`config.mk`:
```
export PLATFORM = sky130hd
export DESIGN_NAME = gain_ctrl
export DESIGN_NICKNAME = d
export VERILOG_FILES = /design/src/rtl/gain_ctrl_pkg.sv /design/src/rtl/gain_ctrl_btn_debounce.sv /design/src/rtl/gain_ctrl.sv
export SDC_FILE = /design/constraint.sdc
export NUM_CORES = 1
export LEC_CHECK = 0
export ABC_AREA = 0
export BUFFER_PORTS_ARGS = -buffer_cell sky130_fd_sc_hd__buf_2
export CORE_ASPECT_RATIO = 0.5
export CORE_MARGIN = 2
export CORE_UTILIZATION = 55
export CTS_BUF_LIST = sky130_fd_sc_hd__clkbuf_16
export CTS_CLUSTER_SIZE = 25
export DETAILED_ROUTE_END_ITERATION = 12
export PLACE_DENSITY = 0.8
export SKIP_CTS_REPAIR_TIMING = 1
export SLEW_MARGIN = 0
export SYNTH_ARGS = -nofsm -noshare
export SYNTH_HDL_FRONTEND = slang
export SYNTH_HIERARCHICAL = 1
export SYNTH_SLANG_ARGS = --single-unit
```
`constraint.sdc`:
```
create_clock -name clk -period 5.75 [get_ports clk]
set_input_delay 0.575 -clock clk [delete_from_list [all_inputs] [get_ports clk]]
set_output_delay 0.575 -clock clk [all_outputs]
set_load 0.02 [all_outputs]
```
`src/rtl/gain_ctrl_pkg.sv`:
```
// Shared constants, repeat-FSM state encoding and the saturating step helper
// used by the gain_ctrl mixer blocks.
package gain_ctrl_pkg;

  localparam logic signed [3:0] GAIN_MAX = 4'sb0111;
  localparam logic signed [3:0] GAIN_MIN = 4'sb1000;

  typedef enum logic [1:0] {
    ST_IDLE = 2'd0,
    ST_HOLD = 2'd1,
    ST_RPT  = 2'd2
  } rpt_state_t;

  // One gain step in the requested direction, clamped to [GAIN_MIN, GAIN_MAX].
  function automatic logic signed [3:0] gain_step(input logic signed [3:0] g,
                                                   input logic              up);
    if (up) return (g == GAIN_MAX) ? g : g + 4'sd1;
    else    return (g == GAIN_MIN) ? g : g - 4'sd1;
  endfunction

endpackage

```
`src/rtl/gain_ctrl_btn_debounce.sv`:
```
// btn_debounce: 2-flop synchronizer plus counter debouncer for one raw button.
// level/rise are the next-state view, so users act on the edge the level flips.
module btn_debounce #(
  parameter int DEB_CYCLES = 16
) (
  input  logic clk,
  input  logic rst,
  input  logic btn,
  output logic level,
  output logic rise
);

  localparam int CW = $clog2(DEB_CYCLES + 1);

  logic          sync1;
  logic          sync2;
  logic          lvl_q;
  logic [CW-1:0] cnt;
  logic          accept;

  // The DEB_CYCLES-th consecutive mismatching sample flips the level.
  assign accept = (sync2 != lvl_q) && (cnt == CW'(DEB_CYCLES - 1));
  assign level  = accept ? sync2 : lvl_q;
  assign rise   = accept && sync2;

  // NOTE: state registers use non-blocking assignments so every flop samples
  // pre-edge values; blocking here would collapse the synchronizer chain.
  always_ff @(posedge clk or posedge rst) begin
    if (rst) begin
      sync1 <= 1'b0;
      sync2 <= 1'b0;
      lvl_q <= 1'b0;
      cnt   <= '0;
    end else begin
      sync1 <= btn;
      sync2 <= sync1;
      lvl_q <= level;
      if (sync2 == lvl_q || accept) cnt <= '0;
      else                          cnt <= cnt + 1'b1;
    end
  end

endmodule

```
`src/rtl/gain_ctrl.sv`:
```
// gain_ctrl: debounced up/down/select buttons drive per-channel 4-bit mixer gains.
// Auto-repeat (HOLD/RPT) is built only when GAIN_CTRL_AUTOREPEAT_EN is defined.
module gain_ctrl
  import gain_ctrl_pkg::*;
#(
  parameter int NCH        = 4,
  parameter int DEB_CYCLES = 16,
  parameter int RPT_DELAY  = 32,
  parameter int RPT_RATE   = 8
) (
  input  logic                    clk,
  input  logic                    rst,
  input  logic                    btn_up,
  input  logic                    btn_dn,
  input  logic                    btn_sel,
  output logic [4*NCH-1:0]        gain_flat,
  output logic [$clog2(NCH)-1:0]  sel_ch,
  output logic [3:0]              disp_gain,
  output logic                    step_pulse
);

  localparam int SW = $clog2(NCH);

  logic up_lvl, up_rise, dn_lvl, dn_rise, sel_lvl, sel_rise;
  logic both, press_req, step_req, step_up;
  logic signed [3:0] gain [NCH];
  logic signed [3:0] next_gain;

  btn_debounce #(.DEB_CYCLES(DEB_CYCLES)) u_deb_up (
    .clk(clk), .rst(rst), .btn(btn_up), .level(up_lvl), .rise(up_rise));
  btn_debounce #(.DEB_CYCLES(DEB_CYCLES)) u_deb_dn (
    .clk(clk), .rst(rst), .btn(btn_dn), .level(dn_lvl), .rise(dn_rise));
  btn_debounce #(.DEB_CYCLES(DEB_CYCLES)) u_deb_sel (
    .clk(clk), .rst(rst), .btn(btn_sel), .level(sel_lvl), .rise(sel_rise));

  // Both directions held cancel each other; select wins over a coincident step.
  assign both      = up_lvl & dn_lvl;
  assign press_req = (up_rise | dn_rise) & ~both & ~sel_rise;

`ifdef GAIN_CTRL_AUTOREPEAT_EN
  localparam int RMAX = (RPT_DELAY > RPT_RATE) ? RPT_DELAY : RPT_RATE;
  localparam int RW   = $clog2(RMAX + 1);

  rpt_state_t    state;
  logic          dir_up;
  logic [RW-1:0] rcnt;
  logic          held;
  logic          unused_lvl;

  assign unused_lvl = sel_lvl;
  assign held       = dir_up ? up_lvl : dn_lvl;

  // NOTE: every output of this block gets a default first, so no path leaves
  // a signal unassigned and no latch is inferred.
  always_comb begin
    step_req = press_req;
    step_up  = up_rise;
    if (!press_req && !both && !sel_rise && held) begin
      if (state == ST_HOLD && rcnt == RW'(RPT_DELAY - 1)) begin
        step_req = 1'b1;
        step_up  = dir_up;
      end else if (state == ST_RPT && rcnt == RW'(RPT_RATE - 1)) begin
        step_req = 1'b1;
        step_up  = dir_up;
      end
    end
  end

  always_ff @(posedge clk or posedge rst) begin
    if (rst) begin
      state  <= ST_IDLE;
      dir_up <= 1'b0;
      rcnt   <= '0;
    end else if (both) begin
      state <= ST_IDLE;
      rcnt  <= '0;
    end else if (press_req) begin
      state  <= ST_HOLD;
      dir_up <= up_rise;
      rcnt   <= '0;
    end else begin
      case (state)
        ST_HOLD: begin
          if (!held) begin
            state <= ST_IDLE;
            rcnt  <= '0;
          end else if (rcnt == RW'(RPT_DELAY - 1)) begin
            state <= ST_RPT;
            rcnt  <= '0;
          end else begin
            rcnt <= rcnt + 1'b1;
          end
        end
        ST_RPT: begin
          if (!held) begin
            state <= ST_IDLE;
            rcnt  <= '0;
          end else if (rcnt == RW'(RPT_RATE - 1)) begin
            rcnt <= '0;
          end else begin
            rcnt <= rcnt + 1'b1;
          end
        end
        default: begin
          state <= ST_IDLE;
          rcnt  <= '0;
        end
      endcase
    end
  end
`else
  logic unused_cfg;

  assign unused_cfg = ^{sel_lvl, (RPT_DELAY > 0), (RPT_RATE > 0)};
  assign step_req   = press_req;
  assign step_up    = up_rise;
`endif

  assign next_gain = gain_step(gain[sel_ch], step_up);
  assign disp_gain = gain[sel_ch];

  always_comb begin
    gain_flat = '0;
    for (int k = 0; k < NCH; k++) gain_flat[4*k +: 4] = gain[k];
  end

  // NOTE: the gain array is a handful of flops, not a RAM, so it is reset
  // explicitly; every channel must read 0 straight out of reset.
  always_ff @(posedge clk or posedge rst) begin
    if (rst) begin
      for (int k = 0; k < NCH; k++) gain[k] <= '0;
      sel_ch     <= '0;
      step_pulse <= 1'b0;
    end else begin
      step_pulse <= 1'b0;
      if (sel_rise) begin
        sel_ch     <= (sel_ch == SW'(NCH - 1)) ? '0 : sel_ch + 1'b1;
        step_pulse <= 1'b1;
      end else if (step_req && next_gain != gain[sel_ch]) begin
        gain[sel_ch] <= next_gain;
        step_pulse   <= 1'b1;
      end
    end
  end

endmodule

```
## Yosys cells after proc, flatten, opt, wreduce, memory -nomap -nowiden

Cells that the tools add are included.

| storage, ports and cells | value |
|---|---|
| flip-flop bits (word level) | 43 |
| bits of input ports | 5 |
| output and inout port bits | 23 |
| word-level logic and storage cells | 75 |

| cells by class | value |
|---|---|
| add/subtract/negate cells | 6 |
| $lt $le $gt $ge | 2 |
| equality and inequality tests | 13 |
| multiplexer cells | 17 |
| bitwise operators | 7 |
| reductions and logical operators | 12 |

Operators by type and width:

| cell | count |
|---|---|
| $mux W4 | 6 |
| $bwmux W16 | 1 |
| $add A5 B1 Y5 const B | 3 |
| $eq A5 B4 Y1 const B | 3 |
| $mux W5 | 3 |
| $bmux W4 S2 | 1 |
| $demux W4 S2 | 1 |
| $eq A4 B4 Y1 const B | 2 |
| $logic_and A1 B1 Y1 | 8 |
| $add A4 B2 Y4 const B | 1 |
| $mux W1 | 4 |
| $ne A4 B4 Y1 | 1 |
| $sub A4 B2 Y4 const B | 1 |
| $and A1 B1 Y1 | 3 |
| $eq A1 B1 Y1 | 3 |
| $ge A3 B3 Y1 const B | 1 |
| $logic_or A1 B1 Y1 | 3 |
| $lt A3 B1 Y1 const B | 1 |
| $ne A1 B1 Y1 | 3 |
| $not A2 Y3 | 1 |
| $add A2 B1 Y2 const B | 1 |
| $eq A2 B2 Y1 const B | 1 |
| $mux W2 | 1 |
| $not A1 Y1 | 2 |
| other kinds (2) | 2 |

## Longest topological paths before layout

| logic depth | value |
|---|---|
| depth after elaboration | 11 |
| depth in mapped cells | 11 |
| depth with buffers taken out | 9 |

## Modules after synthesis

The synthesis kept the hierarchy.

Modules (own cells, without submodules):

| module | times used | cells an instance | area each (µm²) | sequential area each (µm²) |
|---|---|---|---|---|
| gain_ctrl | 1 | 102 | 1218.7 | 475.5 |
| btn_debounce | 3 | 27 | 329.1 | 200.2 |

## Worst setup path before layout

No wires, ideal clock.

| timing | value |
|---|---|
| kind | register to register |
| start | reg sel_ch[1] |
| end | reg gain (netlist bit gain_flat[10]) |
| arrival | 2.584 ns |
| required time | 5.625 ns |
| path slack | 3.041 ns |
| cell stages (with the launch flop) | 9 |
| clock period less this slack | 2.709 ns |
| cells stage by stage | dfrtp_1 -> buf_6 -> mux4_1 -> ha_1 -> inv_1 -> nor4b_4 -> clkbuf_2 -> nor3_2 -> mux2_4 |

| between the ends | value |
|---|---|
| longest elaborated chain between the ends | 10 |
| elaborated cells on any way between the ends | 20 |

Ends and longest elaborated chain:

| item | line | source |
|---|---|---|
| from (decl) | gain_ctrl.sv:17 | `output logic [$clog2(NCH)-1:0] sel_ch,` |
| from (signal assigned) | gain_ctrl.sv:137 | `sel_ch <= (sel_ch == SW'(NCH - 1)) ? '0 : sel_ch + 1'b1;` |
| $not A2 Y3 * | - |  |
| $bmux W4 S2 * | - |  |
| $mux W4 * (2 in a row) | - |  |
| named net disp_gain[1] | gain_ctrl.sv:18 | `output logic [3:0] disp_gain,` |
| $sub A4 B2 Y4 (tied with other cells) | gain_ctrl_pkg.sv:18 | `else return (g == GAIN_MIN) ? g : g - 4'sd1;` |
| $mux W4, on equally long branches | gain_ctrl_pkg.sv:18, gain_ctrl_pkg.sv:17 |  |
| $mux W4 | gain_ctrl_pkg.sv:17 | `if (up) return (g == GAIN_MAX) ? g : g + 4'sd1;` |
| $ne A4 B4 Y1 | gain_ctrl.sv:139 | `end else if (step_req && next_gain != gain[sel_ch]) begin` |
| $logic_and A1 B1 Y1 | gain_ctrl.sv:139 |  |
| $reduce_and A2 Y1 (no source line) | - |  |
| to (signal, indexed assignment) | gain_ctrl.sv:140 | `gain[sel_ch] <= next_gain;` |
| to (decl) | gain_ctrl.sv:26 | `logic signed [3:0] gain [NCH];` |

Mark *: on every way through the listed nets, which the timed path passes. The rest lies on a longest branch. The select of a mux whose other input is x is not followed.
A chain may end at the register's enable or synchronous reset.

## Worst setup path in the final report

| timing | value |
|---|---|
| start | reg u_deb_up.cnt[0] |
| end | reg gain (netlist bit gain_flat[0]) |

| between the ends | value |
|---|---|
| elaborated cells on any way between the ends | 14 |

RTL lines:

| item | line | source |
|---|---|---|
| from (decl) | gain_ctrl_btn_debounce.sv:18 | `logic [CW-1:0] cnt;` |
| from (signal assigned) | gain_ctrl_btn_debounce.sv:39 | `else cnt <= cnt + 1'b1;` |
| $eq A5 B4 Y1 * | gain_ctrl_btn_debounce.sv:22 | `assign accept = (sync2 != lvl_q) && (cnt == CW'(DEB_CYCLES - 1));` |
| $logic_and A1 B1 Y1 * | gain_ctrl_btn_debounce.sv:22 |  |
| $logic_and A1 B1 Y1 * | gain_ctrl_btn_debounce.sv:24 | `assign rise = accept && sync2;` |
| named net step_up | gain_ctrl.sv:25 | `logic both, press_req, step_req, step_up;` |
| $or A1 B1 Y1 | gain_ctrl.sv:38 | `assign press_req = (up_rise \| dn_rise) & ~both & ~sel_rise;` |
| $and A1 B1 Y1 (2 in a row) | gain_ctrl.sv:38 |  |
| $logic_and A1 B1 Y1 | gain_ctrl.sv:139 |  |
| $reduce_and A2 Y1 (no source line) | - |  |

Mark *: on every way through the listed nets, which the timed path passes. The rest lies on a longest branch.

==> results.md <==
- Bufs and invs on worst path: 0
- N_diodes: 0
- Cell Area, Synth: roughly 2200 µm²
- # H-tree levels: 2
- Dpl cells: around 260
- Number of global-route vias before repair: around 1500
- Full die area: roughly 4600 µm²
- Status: complete, no violations
- Max-cap violations: 0
- R2r setup slk: 2510 ps
- CTS tree: done
- Kind of critical path: reg -> reg
- Die Y: 48.8 µm
- Post-synth net total: 200
- Req. time, crit path: roughly 5900 ps
- Synth-to-layout area growth: 14.3%
- Worst Setup SP: u_deb_up/cnt[0]
- Part of the cycle the worst path needs: ~56%
- Multi-input logic area: 1010 µm²
- CTS root buf: clkbuf_16
- Final setup fails: 0
- Initial Utilization: roughly 57%
- DR pass1 iterations: 4
- Initial antenna violation count: 0
- Antenna-violating nets left: 0
- Vias per std cell: approximately 5.5
- DR DRC count: 0
- Largest net degree at the start of global routing: 20
- Reg2reg start: u_deb_up/cnt[0]
- Final hold violations: 0
- First-pass GRT wire length: slightly above 7000 µm
- Delay-heaviest family, CP: simple AND/OR/NAND/NOR gates
- Slowest CP cell: a2bb2oi_1
- Nets: 229
- Clock Sinks: 43
- Critical path cell sequence: ha_1 -> and3_1 -> ha_1 -> nand2_1 -> nor2_1 -> a2bb2oi_1 -> nand3b_1 -> nor3_1 -> mux2_2
- Crit. End Element: register
- Wire length per cell: around 15 µm
- Core Region: between 3000 and 4000 µm²
- Worst flop-to-flop path endpoint: gain_flat[0]
- CP peak stage delay: 490 ps
- YS warnings: 6
- GRT Total Usage: between 20% and 30%
- Critical path's most frequent cell: ha_1
- Clock Tree Buf Depth: 2
- GP Congestion: 0.805
- Final Skew: just under 6 ps
- FF+latch count, synth: 43
- Setup TNS: 0 ps
- Fmax: ~300 MHz
- Post-synth ARST share: 100%
- Filler instances: between 200 and 300
- Dpl hpwl: 2950 µm
- Row Count: 16
- CP Max Fanout: 8
- Syn Area/Cell: about 12 µm²
- Synth Instances: ~180
- Startpoint Class: register
- CTS buffer count: 5
- Yosys cell types: 37
- Register area: between 1000 and 1500 µm²
- Rel. slew slack: about half
- Final Critical Period: 3240 ps
- Final count of pins violating max slew: 0
- Port Buf Inserts: 27
- WHS: approximately 270 ps
- RSZ-0062 raised after global routing: no
- Worst Max-Slew Pin Slew: about 740 ps
- Tightest Hold Check Type: in -> async
- Power Density: 259 nW/µm²
- Grt total ovfl: 0
- Main synth FF type: dfrtp_1
- Register area share after synthesis: around half
- R2R cell count: 9
- Peak supply drop: between 0.15 and 0.2 mV
- Via Count: roughly 1500
- I/O pin count: 28
- Leak: 1.22 nW
- Worst Path Arrival: roughly 3400 ps
- Clk slew on worst S/H paths: about 60 ps
- Die Wd: about 94 µm
- Routed wire length: slightly above 4000 µm
- Share of layout cells above drive strength 1: 26.9%
- DR iter-0 viols: 75
- Post-layout power: between 600 and 700 µW
- Final Non-Filler Cells: ~270
- Clk_lat worst skew: between 200 and 300 ps
- Utilization after layout: about two thirds
- EDFF count, synth: 0
-- layout by cell type (no fill, tap or decap), types with 3 or more instances in the layout --
cell type and count:
a21oi_1 3, or3_1 4, nor3b_1 5, o21bai_1 3
nand3b_1 4, mux2_2 10, clkbuf_16 5, mux2_4 3
o31ai_1 7, nor2_1 4, nand2_1 6, dfrtp_1 43
o21ai_0 6, and3_1 4, ha_1 12, nor4_2 3
buf_2 27, xnor2_1 6, nor3_1 13, inv_1 18
and4_1 4
-- metrics by stage --
step | worst slack (ps) | instance area (µm²)
finish | 2510 | 2520
global route | 2310 | 2520
CTS | 2540 | 2520
detailed placement | 2630 | 2360
global placement | 2700 | 2360
floorplan | 3040 | 2210
-- state kept, by name, indices dropped and copies added (netlist names) --
name and flops:
gain_flat 16, u_deb_sel/lvl_q 1, step_pulse 1, u_deb_sel/cnt 5, u_deb_up/sync2 1, u_deb_dn/sync1 1
u_deb_up/sync1 1, u_deb_up/lvl_q 1, u_deb_dn/lvl_q 1, u_deb_dn/cnt 5, sel_ch 2, u_deb_dn/sync2 1
u_deb_sel/sync1 1, u_deb_sel/sync2 1, u_deb_up/cnt 5
-- worst reg2reg max path, stage by stage, from the launching register on --
cell and delay (ps):
dfrtp_1 390, ha_1 200, and3_1 170, ha_1 270, nand2_1 110, nor2_1 430, a2bb2oi_1 490, nand3b_1 210
nor3_1 460, mux2_2 400
-- kinds of logic (layout without fill, tap and decap cells) --
| logic type | Yosys count | in the layout | synth area share (%) |
|---|---|---|---|
| AND/OR/NAND/NOR | 56 | 56 | 17.5 |
| flip-flops | 43 | 43 | 48.8 |
| AO/OA/AOI/OAI | 26 | 26 | 8.34 |
| buffers and inverters | 23 | 52 | 5.33 |
| multiplexers | 17 | 17 | 10.8 |
| adder cells (fa/ha/maj) | 12 | 12 | 6.81 |
| XOR/XNOR | 6 | 6 | 2.38 |
-- cell usage after synthesis, drive strengths merged, types with 5 or more instances --
cell type | instances | area [µm²]
nor3 | 14 | 75.1
inv | 18 | 67.6
nand2 | 6 | 22.5
nor3b | 5 | 37.5
dfrtp | 43 | 1080
ha | 12 | 150
mux2 | 13 | 158
xnor2 | 6 | 52.6
o21ai | 7 | 38.8
o31ai | 8 | 65.1
-- metal layers --
| layer | wire length [µm] | up-vias | GRT usage, % |
|---|---|---|---|
| met4 | 50 | 0 | 7.49 |
| li1 | - | 719 | - |
| met1 | 1910 | 723 | 26.4 |
| met3 | 116 | 8 | 6.03 |
| met5 | 0 | - | 0 |
| met2 | 2030 | 16 | 33.7 |
-- power by group --
group / switching (mW) / leakage (nW) / total, mW / internal (mW)
clock: 0.113 / 0.0759 / 0.315 / 0.202
sequential: 0.00585 / 0.579 / 0.316 / 0.310
combinational: 0.0130 / 0.565 / 0.0211 / 0.00813
total: 0.132 / 1.22 / 0.652 / 0.520
-- layout make-up --
cell class              instances  share of cell area (%)
flip-flops and latches         43                    42.7
multi-input cells             117                    40.1
repair buffers                 27                    5.36
clock buffers                   5                    4.96
inverters                      18                    2.68
well taps                      54                    2.68
clock inverters                 2                    1.49
-- worst max-delay path by stage --
stage	to	slack, ps	cells after the start
floorplan	gain_flat[10]	3040	8
global placement	gain_flat[0]	2700	9
detailed placement	gain_flat[0]	2630	9
CTS	gain_flat[0]	2540	9
global route	gain_flat[0]	2310	9
finish	gain_flat[0]	2510	9
Note: power is estimated with default switching activity, not from simulation.
